<file path="src/rtl/ili9341_pkg.sv">
// Shared types and panel command codes for the ILI9341 init sequencer and its script ROM.
`timescale 1ns/1ps
package ili9341_pkg;

  localparam int BYTE_W = 8;

  typedef enum logic [1:0] {
    OP_CMD   = 2'd0,
    OP_DATA  = 2'd1,
    OP_DELAY = 2'd2,
    OP_END   = 2'd3
  } op_t;

  typedef enum logic [3:0] {
    S_IDLE,
    S_RST_HI,
    S_RST_LO,
    S_RST_WAIT,
    S_FETCH,
    S_DECODE,
    S_SEND,
    S_DRAIN,
    S_DELAY,
    S_FIN
  } seq_state_t;

  typedef struct packed {
    op_t               op;
    logic [BYTE_W-1:0] arg;
  } entry_t;

  localparam logic [BYTE_W-1:0] SWRESET = 8'h01;
  localparam logic [BYTE_W-1:0] SLPOUT  = 8'h11;
  localparam logic [BYTE_W-1:0] PIXFMT  = 8'h3A;
  localparam logic [BYTE_W-1:0] MADCTL  = 8'h36;
  localparam logic [BYTE_W-1:0] DISPON  = 8'h29;

  function automatic entry_t mk_entry(input op_t op, input logic [BYTE_W-1:0] arg);
    entry_t e;
    e.op  = op;
    e.arg = arg;
    return e;
  endfunction

endpackage

</file>
<file path="src/rtl/ili9341_init_rom.sv">
// Init script ROM with registered read. SCRIPT 0 is the panel bring-up script;
// 1 and 2 are short bring-up test scripts (2 fills every address and has no END).
`timescale 1ns/1ps
module ili9341_init_rom
  import ili9341_pkg::*;
#(
  parameter int AW     = 6,
  parameter int SCRIPT = 0
) (
  input  logic          clk,
  input  logic [AW-1:0] addr_i,
  output entry_t        entry_o
);

  function automatic entry_t script_entry(input int idx);
    entry_t e;
    e = mk_entry(OP_END, '0);
    if (SCRIPT == 1) begin
      case (idx)
        0:       e = mk_entry(OP_CMD, PIXFMT);
        1:       e = mk_entry(OP_DATA, 8'h55);
        2:       e = mk_entry(OP_DELAY, 8'd2);
        3:       e = mk_entry(OP_CMD, DISPON);
        default: e = mk_entry(OP_END, '0);
      endcase
    end else if (SCRIPT == 2) begin
      case (idx % 4)
        0:       e = mk_entry(OP_CMD, BYTE_W'(idx));
        2:       e = mk_entry(OP_DELAY, 8'd0);
        default: e = mk_entry(OP_DATA, BYTE_W'(idx));
      endcase
    end else begin
      case (idx)
        0:       e = mk_entry(OP_CMD, SWRESET);
        1:       e = mk_entry(OP_DELAY, 8'd5);
        2:       e = mk_entry(OP_CMD, SLPOUT);
        3:       e = mk_entry(OP_DELAY, 8'd120);
        4:       e = mk_entry(OP_CMD, PIXFMT);
        5:       e = mk_entry(OP_DATA, 8'h55);
        6:       e = mk_entry(OP_CMD, MADCTL);
        7:       e = mk_entry(OP_DATA, 8'h48);
        8:       e = mk_entry(OP_CMD, DISPON);
        9:       e = mk_entry(OP_DELAY, 8'd20);
        default: e = mk_entry(OP_END, '0);
      endcase
    end
    return e;
  endfunction

  entry_t rom [2**AW];

  for (genvar gi = 0; gi < 2**AW; gi++) begin : g_rom
    assign rom[gi] = script_entry(gi);
  end

  always_ff @(posedge clk) begin
    entry_o <= rom[addr_i];
  end

endmodule

</file>
<file path="src/rtl/ili9341_init_sequencer.sv">
// Table-driven ILI9341 power-up sequencer: hardware reset pulse, then walks the
// script ROM handing bytes to the SPI shifter and timing millisecond delays.
`timescale 1ns/1ps
module ili9341_init_sequencer
  import ili9341_pkg::*;
#(
  parameter int DW          = 8,
  parameter int AW          = 6,
  parameter int MS_CYC      = 100000,
  parameter int RST_HI_CYC  = 1000,
  parameter int RST_LO_CYC  = 1000,
  parameter int RST_WAIT_MS = 120,
  parameter int SCRIPT      = 0
) (
  input  logic          clk,
  input  logic          rst,
  input  logic          start,
  output logic          busy,
  output logic          done,
  output logic          lcd_rst_n,
  output logic          lcd_cs_n,
  output logic          lcd_dc,
  output logic          tx_valid,
  input  logic          tx_ready,
  output logic [DW-1:0] tx_data,
  input  logic          tx_idle
);

  localparam logic [AW-1:0] PTR_MAX = '1;
  localparam logic [31:0]   HI_LAST = 32'(RST_HI_CYC - 1);
  localparam logic [31:0]   LO_LAST = 32'(RST_LO_CYC - 1);
  localparam logic [31:0]   MS_LAST = 32'(MS_CYC - 1);
  localparam logic [15:0]   WAIT_MS = 16'(RST_WAIT_MS);

  seq_state_t        state_q, state_d;
  logic [AW-1:0]     ptr_q, ptr_d;
  logic [31:0]       cnt_q, cnt_d;
  logic [15:0]       ms_q, ms_d;
  op_t               op_q, op_d;
  logic [BYTE_W-1:0] arg_q, arg_d;
  logic [DW-1:0]     data_q, data_d;
  logic              dc_q, dc_d;
  logic              cs_n_q, cs_n_d;
  logic              done_q, done_d;
  logic              sat_q, sat_d;
  entry_t            rom_entry;
  logic [15:0]       ms_target;
  logic              wait_done;

  ili9341_init_rom #(
    .AW     (AW),
    .SCRIPT (SCRIPT)
  ) u_rom (
    .clk     (clk),
    .addr_i  (ptr_q),
    .entry_o (rom_entry)
  );

  always_ff @(posedge clk) begin
    if (rst) begin
      state_q <= S_IDLE;
      ptr_q   <= '0;
      cnt_q   <= '0;
      ms_q    <= '0;
      op_q    <= OP_CMD;
      arg_q   <= '0;
      data_q  <= '0;
      dc_q    <= 1'b1;
      cs_n_q  <= 1'b1;
      done_q  <= 1'b0;
      sat_q   <= 1'b0;
    end else begin
      state_q <= state_d;
      ptr_q   <= ptr_d;
      cnt_q   <= cnt_d;
      ms_q    <= ms_d;
      op_q    <= op_d;
      arg_q   <= arg_d;
      data_q  <= data_d;
      dc_q    <= dc_d;
      cs_n_q  <= cs_n_d;
      done_q  <= done_d;
      sat_q   <= sat_d;
    end
  end

  // One ms timer serves both the post-reset wait and script delays; a zero target ends at once.
  always_comb begin
    ms_target = (state_q == S_RST_WAIT) ? WAIT_MS : 16'(arg_q);
    wait_done = (ms_target == 16'd0) ||
                ((cnt_q == MS_LAST) && (ms_q == ms_target - 16'd1));
  end

  always_comb begin
    state_d = state_q;
    ptr_d   = ptr_q;
    cnt_d   = cnt_q;
    ms_d    = ms_q;
    op_d    = op_q;
    arg_d   = arg_q;
    data_d  = data_q;
    dc_d    = dc_q;
    cs_n_d  = cs_n_q;
    done_d  = done_q;
    sat_d   = sat_q;
    case (state_q)
      S_IDLE: begin
        if (start) begin
          state_d = S_RST_HI;
          ptr_d   = '0;
          cnt_d   = '0;
          ms_d    = '0;
          done_d  = 1'b0;
          sat_d   = 1'b0;
        end
      end
      S_RST_HI: begin
        if (cnt_q == HI_LAST) begin
          cnt_d   = '0;
          state_d = S_RST_LO;
        end else begin
          cnt_d = cnt_q + 32'd1;
        end
      end
      S_RST_LO: begin
        if (cnt_q == LO_LAST) begin
          cnt_d   = '0;
          ms_d    = '0;
          state_d = S_RST_WAIT;
        end else begin
          cnt_d = cnt_q + 32'd1;
        end
      end
      S_RST_WAIT, S_DELAY: begin
        if (wait_done) begin
          cnt_d = '0;
          ms_d  = '0;
          if (state_q == S_RST_WAIT) begin
            state_d = S_FETCH;
          end else if (ptr_q == PTR_MAX) begin
            sat_d   = 1'b1;
            state_d = S_DRAIN;
          end else begin
            ptr_d   = ptr_q + 1'b1;
            state_d = S_FETCH;
          end
        end else if (cnt_q == MS_LAST) begin
          cnt_d = '0;
          ms_d  = ms_q + 16'd1;
        end else begin
          cnt_d = cnt_q + 32'd1;
        end
      end
      S_FETCH: state_d = S_DECODE;
      S_DECODE: begin
        op_d  = rom_entry.op;
        arg_d = rom_entry.arg;
        if (rom_entry.op == OP_CMD || rom_entry.op == OP_DATA) begin
          dc_d    = (rom_entry.op == OP_DATA);
          data_d  = DW'(rom_entry.arg);
          cs_n_d  = 1'b0;
          state_d = S_SEND;
        end else begin
          state_d = S_DRAIN;
        end
      end
      S_SEND: begin
        if (tx_ready) begin
          if (ptr_q == PTR_MAX) begin
            sat_d   = 1'b1;
            state_d = S_DRAIN;
          end else begin
            ptr_d   = ptr_q + 1'b1;
            state_d = S_FETCH;
          end
        end
      end
      S_DRAIN: begin
        if (cs_n_q || tx_idle) begin
          cs_n_d = 1'b1;
          if (!sat_q && op_q == OP_DELAY) begin
            cnt_d   = '0;
            ms_d    = '0;
            state_d = S_DELAY;
          end else begin
            state_d = S_FIN;
          end
        end
      end
      S_FIN: begin
        done_d  = 1'b1;
        cs_n_d  = 1'b1;
        state_d = S_IDLE;
      end
      default: state_d = S_IDLE;
    endcase
  end

  always_comb begin
    busy      = !(state_q == S_IDLE || state_q == S_FIN);
    done      = done_q || (state_q == S_FIN);
    lcd_rst_n = (state_q != S_RST_LO);
    lcd_cs_n  = cs_n_q;
    lcd_dc    = dc_q;
    tx_valid  = (state_q == S_SEND);
    tx_data   = data_q;
  end

endmodule

</file>
<file path="config.mk">
export PLATFORM = sky130hd
export DESIGN_NAME = ili9341_init_sequencer
export DESIGN_NICKNAME = d
export VERILOG_FILES = /design/src/rtl/ili9341_pkg.sv /design/src/rtl/ili9341_init_rom.sv /design/src/rtl/ili9341_init_sequencer.sv
export SDC_FILE = /design/constraint.sdc
export NUM_CORES = 1
export LEC_CHECK = 0
export ABC_AREA = 0
export BUFFER_PORTS_ARGS = -buffer_cell sky130_fd_sc_hd__buf_2
export CORE_ASPECT_RATIO = 0.7
export CORE_MARGIN = 10
export CORE_UTILIZATION = 45
export CTS_CLUSTER_DIAMETER = 200
export CTS_CLUSTER_SIZE = 30
export DETAILED_ROUTE_END_ITERATION = 12
export GPL_TIMING_DRIVEN = 0
export PLACE_DENSITY = 0.6
export SYNTH_ARGS = -nofsm -noshare
export SYNTH_HDL_FRONTEND = slang
export SYNTH_SLANG_ARGS = --single-unit
</file>
<file path="constraint.sdc">
create_clock -name clk -period 3.5 [get_ports clk]
set_input_delay 0.35 -clock clk [delete_from_list [all_inputs] [get_ports clk]]
set_output_delay 0.35 -clock clk [all_outputs]
set_load 0.02 [all_outputs]
</file>
; ---- Word level (Yosys, flattened, before mapping)
; Memories as Yosys holds them, arrays and structs flattened. A register that Yosys moved wholly into a read port is not among the register bits.
; Index checks and enable logic that the tools add are counted.
[word_totals]
register_bits = 80
latchBits = 0
mem_bits_rw = 0
rom_bits = 640
in_bits = 5
out_inout_bits = 14
memories = 1
[mem_list]
columns = name, words, word_bits, rd, rd_clocked_by_memory_dff, wr, line_no
row1 = (no name shown), 64, 10, 1, 1, 0, ili9341_init_rom.sv:57  ; entry_o <= rom[addr_i];
[classes]
n_addsub = 4
n_mul = 0
div_mod_pow = 0
order_cmp = 0
n_eq_ne = 26
shifts = 0
mux = 42
bitwise_logic = 1
n_reduce_logical = 26
[op_table]
columns = cell, count
row1 = 32-bit two-way mux, 6
row2 = 32-bit one-hot mux with 4 select lines, 1
row3 = 16-bit two-way mux, 6
row4 = 16-bit one-hot mux with 4 select lines, 1
row5 = "32-bit by 1-bit adder with 32-bit output, second input constant", 1
row6 = "32-bit by 10-bit == test with 1-bit output, second input constant", 1
row7 = "32-bit by 17-bit == test with 1-bit output, second input constant", 1
row8 = 4-bit one-hot mux with 8 select lines, 1
row9 = 6-bit two-way mux, 5
row10 = 4-bit two-way mux, 6
row11 = 6-bit one-hot mux with 3 select lines, 1
row12 = "16-bit by 1-bit adder with 16-bit output, second input constant", 1
row13 = 16-bit == test, 1
row14 = "4-bit by 3-bit == test with 1-bit output, second input constant", 4
row15 = 16-bit logical NOT, 1
row16 = "2-bit != test, second input constant", 8
row17 = 6-bit AND reduction, 2
row18 = 1-bit two-way mux, 9
row19 = "8-bit by 1-bit subtractor with 9-bit output, second input constant", 1
row20 = "4-bit by 2-bit == test with 1-bit output, second input constant", 2
row21 = "4-bit == test, second input constant", 2
row22 = 8-bit two-way mux, 1
row23 = 4-bit nonzero test, 2
row24 = 6-bit inverter with 7-bit output, 1
row25 = 23 further kinds, 34

; ---- Longest topological paths before layout
[depth]
word_depth = 8
mapped_depth = 12

; ---- Modules after synthesis
; Synthesis repeated with hierarchy kept, for this count alone.
[unflattened]
hier_cells = 599
hier_area_um2 = 4830.9
[by_module_without_submodules]
columns = module, instances, cells_per_inst, area_each_um2
row1 = ili9341_init_sequencer, 1, 550, 4367.9
row2 = ili9341_init_rom, 1, 49, 462.9

; ---- Worst setup path after synthesis
; No wires, ideal clock.
[synth_timing]
path_type = register -> register
start = register state_q[2]
end = register ptr_q[3]
setup_time_ps = 121
arrival_ps = 2718
required_ps = 3379
setup_slack_ps = 661
path_stages_with_launch = 13
path_cell_list = dfxtp_1 > clkbuf_2 > nand4bb_1 > nand2_1 > ha_1 > nor3b_2 > xor2_1 > a21oi_1 > o311ai_1 > and4b_1 > buf_2 > o21a_1 > mux2_2
[synth_between]
elab_chain_len = 8
word_cells_on_any_way = 18
cone_classes = 1 x add/sub / 8 x eq/ne / 2 x mux / 7 x reduce/logical
[synth_rtl]
columns = item, line_no
row1 = start: declaration, ili9341_init_sequencer.sv:35  ; seq_state_t state_q, state_d;
row2 = start signal: assignment, ili9341_init_sequencer.sv:73  ; state_q <= state_d;
row3 = 4-bit by 2-bit == test with 1-bit output, "ili9341_init_sequencer.sv:89, ili9341_init_sequencer.sv:106, ili9341_init_sequencer.sv:138"
row4 = 8-bit two-way mux, ili9341_init_sequencer.sv:89  ; ms_target = (state_q == S_RST_WAIT) ? WAIT_MS : 16'(arg_q);
row5 = 8-bit by 1-bit subtractor with 9-bit output, ili9341_init_sequencer.sv:91  ; ((cnt_q == MS_LAST) && (ms_q == ms_target - 16'd1));
row6 = 16-bit == test, ili9341_init_sequencer.sv:91
row7 = 1-bit logical AND, ili9341_init_sequencer.sv:91
row8 = 1-bit logical OR, ili9341_init_sequencer.sv:90  ; wait_done = (ms_target == 16'd0) ||
row9 = 2-bit != test (no source line), -
row10 = 5-bit AND reduction (no source line), -
row11 = end signal: assignment, ili9341_init_sequencer.sv:74  ; ptr_q <= ptr_d;
row12 = end: declaration, ili9341_init_sequencer.sv:36  ; logic [AW-1:0] ptr_q, ptr_d;
; Parallel ways exist; a longest one is shown, timed or not.
; A chain may end at the register's enable or synchronous reset.

; ---- Final worst setup path
; Ends and elaborated chain as after synthesis.

==> results.toml <==
[critical_path]
cp-start-kind = "flop"
reg2reg_to = "ptr_q[3]"
cp_data_arrival_time_ns = 3.50
path_max_fanout = 10
critPathRequiredTime_ns = 3.73
r2r_slack_ns = 0.22
worst-setup-path-type = "flop to flop"
rr_worst_depth = 12
regToRegStartpoint = "state_q[2]"
end_kind = "flop"

[global_route]
grt_pass1_vias = 4051
track_usage = 0.164
grt_first_pass_wirelength_mm = 20.5
gr-total-overflow = 0
antenna_found_initial = 1
grt_max_degree = 15

[place]
gp_congestion = 0.955
dp.final_hpwl_mm = 9.17
port_buffers = 17

[cells_and_area]
num-nets-final = 641
drive_gt1_frac = 0.101
post-route-util = 0.520
diodes = 0
syn_to_final_growth_pct = 12.1

[floorplanning]
rows = 31
coreArea_um2 = 10400
die_h_um = 107
start_util = 0.464
die-width_um = 144
ioPinCount = 19
die_area_um2 = 15300

[logic_synthesis]
syn-cell-area_um2 = 4820
syn_avg_cell_area_um2 = 8.07
synth_seq_cells = 87
ys_seq_area_frac = 0.361
synth_cell_types = 72
async_flop_share = 0
syn_nets = 612
synth_top_flop_cell = "dfxtp_1"
synth-edff-count = 0
netlist_instances = 598
ys_warn_count = 0

[clock_network]
hold_buffers = 0
clockRootBuffer = "clkbuf_16"
tritoncts = "done"
numCtsBuffers = 9
h-tree-depth = 3
clk_latency_ns = 0.34
cts_buffer_depth = 2
path_clk_slew_ns = 0.06
clock_sinks = 87

[worst_hold_path]
whs_endpoint = "lcd_dc"
hp-start = "rst"
min_path_type = "input pin to flop"
whs_path_depth = 3

[timing]
fin_crit_sh = 0.936
fmax_mhz = 305
finalSetupTns_ns = 0
period_minus_slack_ns = 3.28
drv_slew = 0
finalHoldViolations = 0
maxSlewHeadroom = 0.533
fin_worst_skew_ns = 0.00535
final-setup-viol-count = 0
worstMarginPinSlew_ns = 0.691

[routing]
ant_nets = 0
via_per_inst = 5.68
wl_mm = 12.1
drt_iter0_markers = 270
wl_per_cell_um = 15.9
drc = 0
vias = 4342
first_pass_iters = 4

[power]
powerDensity_nw_per_um2 = 473
cellLeakagePower_nw = 1.95
ir_worst_vdd_mv = 0.238

[outcome]
status = "finished clean"

[job]
cap_violations = 0
-- metal layers --
layer,up-vias,GRT usage,part of all wire
met5,-,0,0
met4,0,0.0494,0.012
met3,14,0.0357,0.044
met2,84,0.223,0.40
met1,2035,0.249,0.55
li1,2209,-,-
-- synth_stat cells, drive strengths merged (5+ instances only) --
cell / number / area share
dfxtp: 87 / 0.36
or3: 7 / 0.0091
a21oi: 42 / 0.044
a21boi: 9 / 0.014
clkbuf: 15 / 0.012
ha: 9 / 0.023
nand2: 76 / 0.059
xnor2: 14 / 0.025
xor2: 31 / 0.056
o21ai: 19 / 0.020
nor3: 14 / 0.017
and2: 11 / 0.014
inv: 18 / 0.014
and3: 13 / 0.017
nor2b: 9 / 0.012
or4: 9 / 0.015
nand2b: 5 / 0.0065
nand4: 18 / 0.026
and4: 6 / 0.011
buf: 13 / 0.013
nor2: 56 / 0.045
nand3: 28 / 0.031
nor4: 8 / 0.010
o31ai: 8 / 0.012
o211ai: 9 / 0.014
-- final cells by class --
| class | instances | area [µm²] |
|---|---|---|
| clock inverter | 3 | 23.8 |
| tap | 132 | 165 |
| inverter | 18 | 67.6 |
| sequential | 87 | 1740 |
| fill | 1004 | 4980 |
| multi-input combinational | 465 | 2920 |
| clock buffer | 13 | 280 |
| timing repair buffer | 18 | 92.6 |
| buffer | 28 | 121 |
-- worst max path at each step --
stage | cells after the start | startpoint | slack, ns | endpoint
global route | 12 | state_q[2] | -0.001 | ptr_q[3]
global placement | 12 | state_q[2] | -0.04 | ptr_q[3]
finish | 12 | state_q[2] | 0.22 | ptr_q[3]
floorplan | 12 | state_q[2] | 0.66 | ptr_q[3]
CTS | 12 | state_q[2] | 0.06 | ptr_q[3]
detailed placement | 12 | state_q[2] | -0.13 | ptr_q[3]
-- cell families after synthesis --
logic type,count (synthesis),synth area share
other,1,0.000777
buffers and inverters,46,0.0392
adder cells (fa/ha/maj),9,0.0233
AO/OA/AOI/OAI,123,0.164
AND/OR/NAND/NOR,281,0.315
flip-flops,87,0.361
multiplexers,5,0.0106
XOR/XNOR,46,0.0864
-- registers in the layout, summed over array words and instances, names as in the netlist --
register	flops
arg_q	7
cnt_q	32
done_q	1
lcd_cs_n	1
lcd_dc	1
ms_q	16
op_q	2
ptr_q	6
sat_q	1
state_q	4
tx_data	7
u_rom.entry_o	9
-- where the power goes --
part	total (mW)	internal, mW	switching, mW
clock network	0.949	0.561	0.388
logic	0.577	0.187	0.390
registers	1.03	1.01	0.0188
total	2.56	1.76	0.797
-- per-stage QoR --
step	area [µm²]	power (mW)	hold WS, ns	std cells	setup WS [ns]
final	5410	2.56	0.395	764	0.225
after global routing	5410	2.69	0.414	764	-0.00102
after CTS	5390	2.57	0.391	763	0.0595
after detailed placement	5070	1.62	0.445	747	-0.131
after global placement	5070	1.61	0.439	747	-0.0419
after floorplan	4820	1.47	0.431	598	0.661
-- repair_timing --
item                                    4_1_cts  5_1_grt
pin swaps                                     0        1
hold endpoints to repair                      0        0
endpoints found under the setup margin        2       14
setup buffers                                 0        1
gates cloned                                  0        0
resized for setup                             1        3
-- cell usage in the layout, fill, tap and decap left out, types with 13 or more instances in the layout --
| cell type | n |
|---|---|
| dfxtp_1 | 87 |
| a21oi_1 | 41 |
| nand3_1 | 26 |
| o21ai_0 | 18 |
| xnor2_1 | 14 |
| nor2_1 | 55 |
| clkbuf_1 | 14 |
| buf_2 | 26 |
| nand4_1 | 17 |
| inv_1 | 18 |
| nand2_1 | 76 |
| xor2_1 | 31 |
| and3_1 | 13 |
-- critical path, stage by stage (launching register included) --
cell and delay, ns:
dfxtp_1 0.30, clkbuf_2 0.17, nand4bb_2 0.35, nand2_1 0.12
ha_1 0.21, nor3b_2 0.25, xor2_1 0.22, a21oi_1 0.13
o311ai_4 0.34, and4b_1 0.24, buf_2 0.23, o21a_1 0.24
mux2_2 0.36
Note: power is estimated with default switching activity, not from simulation.
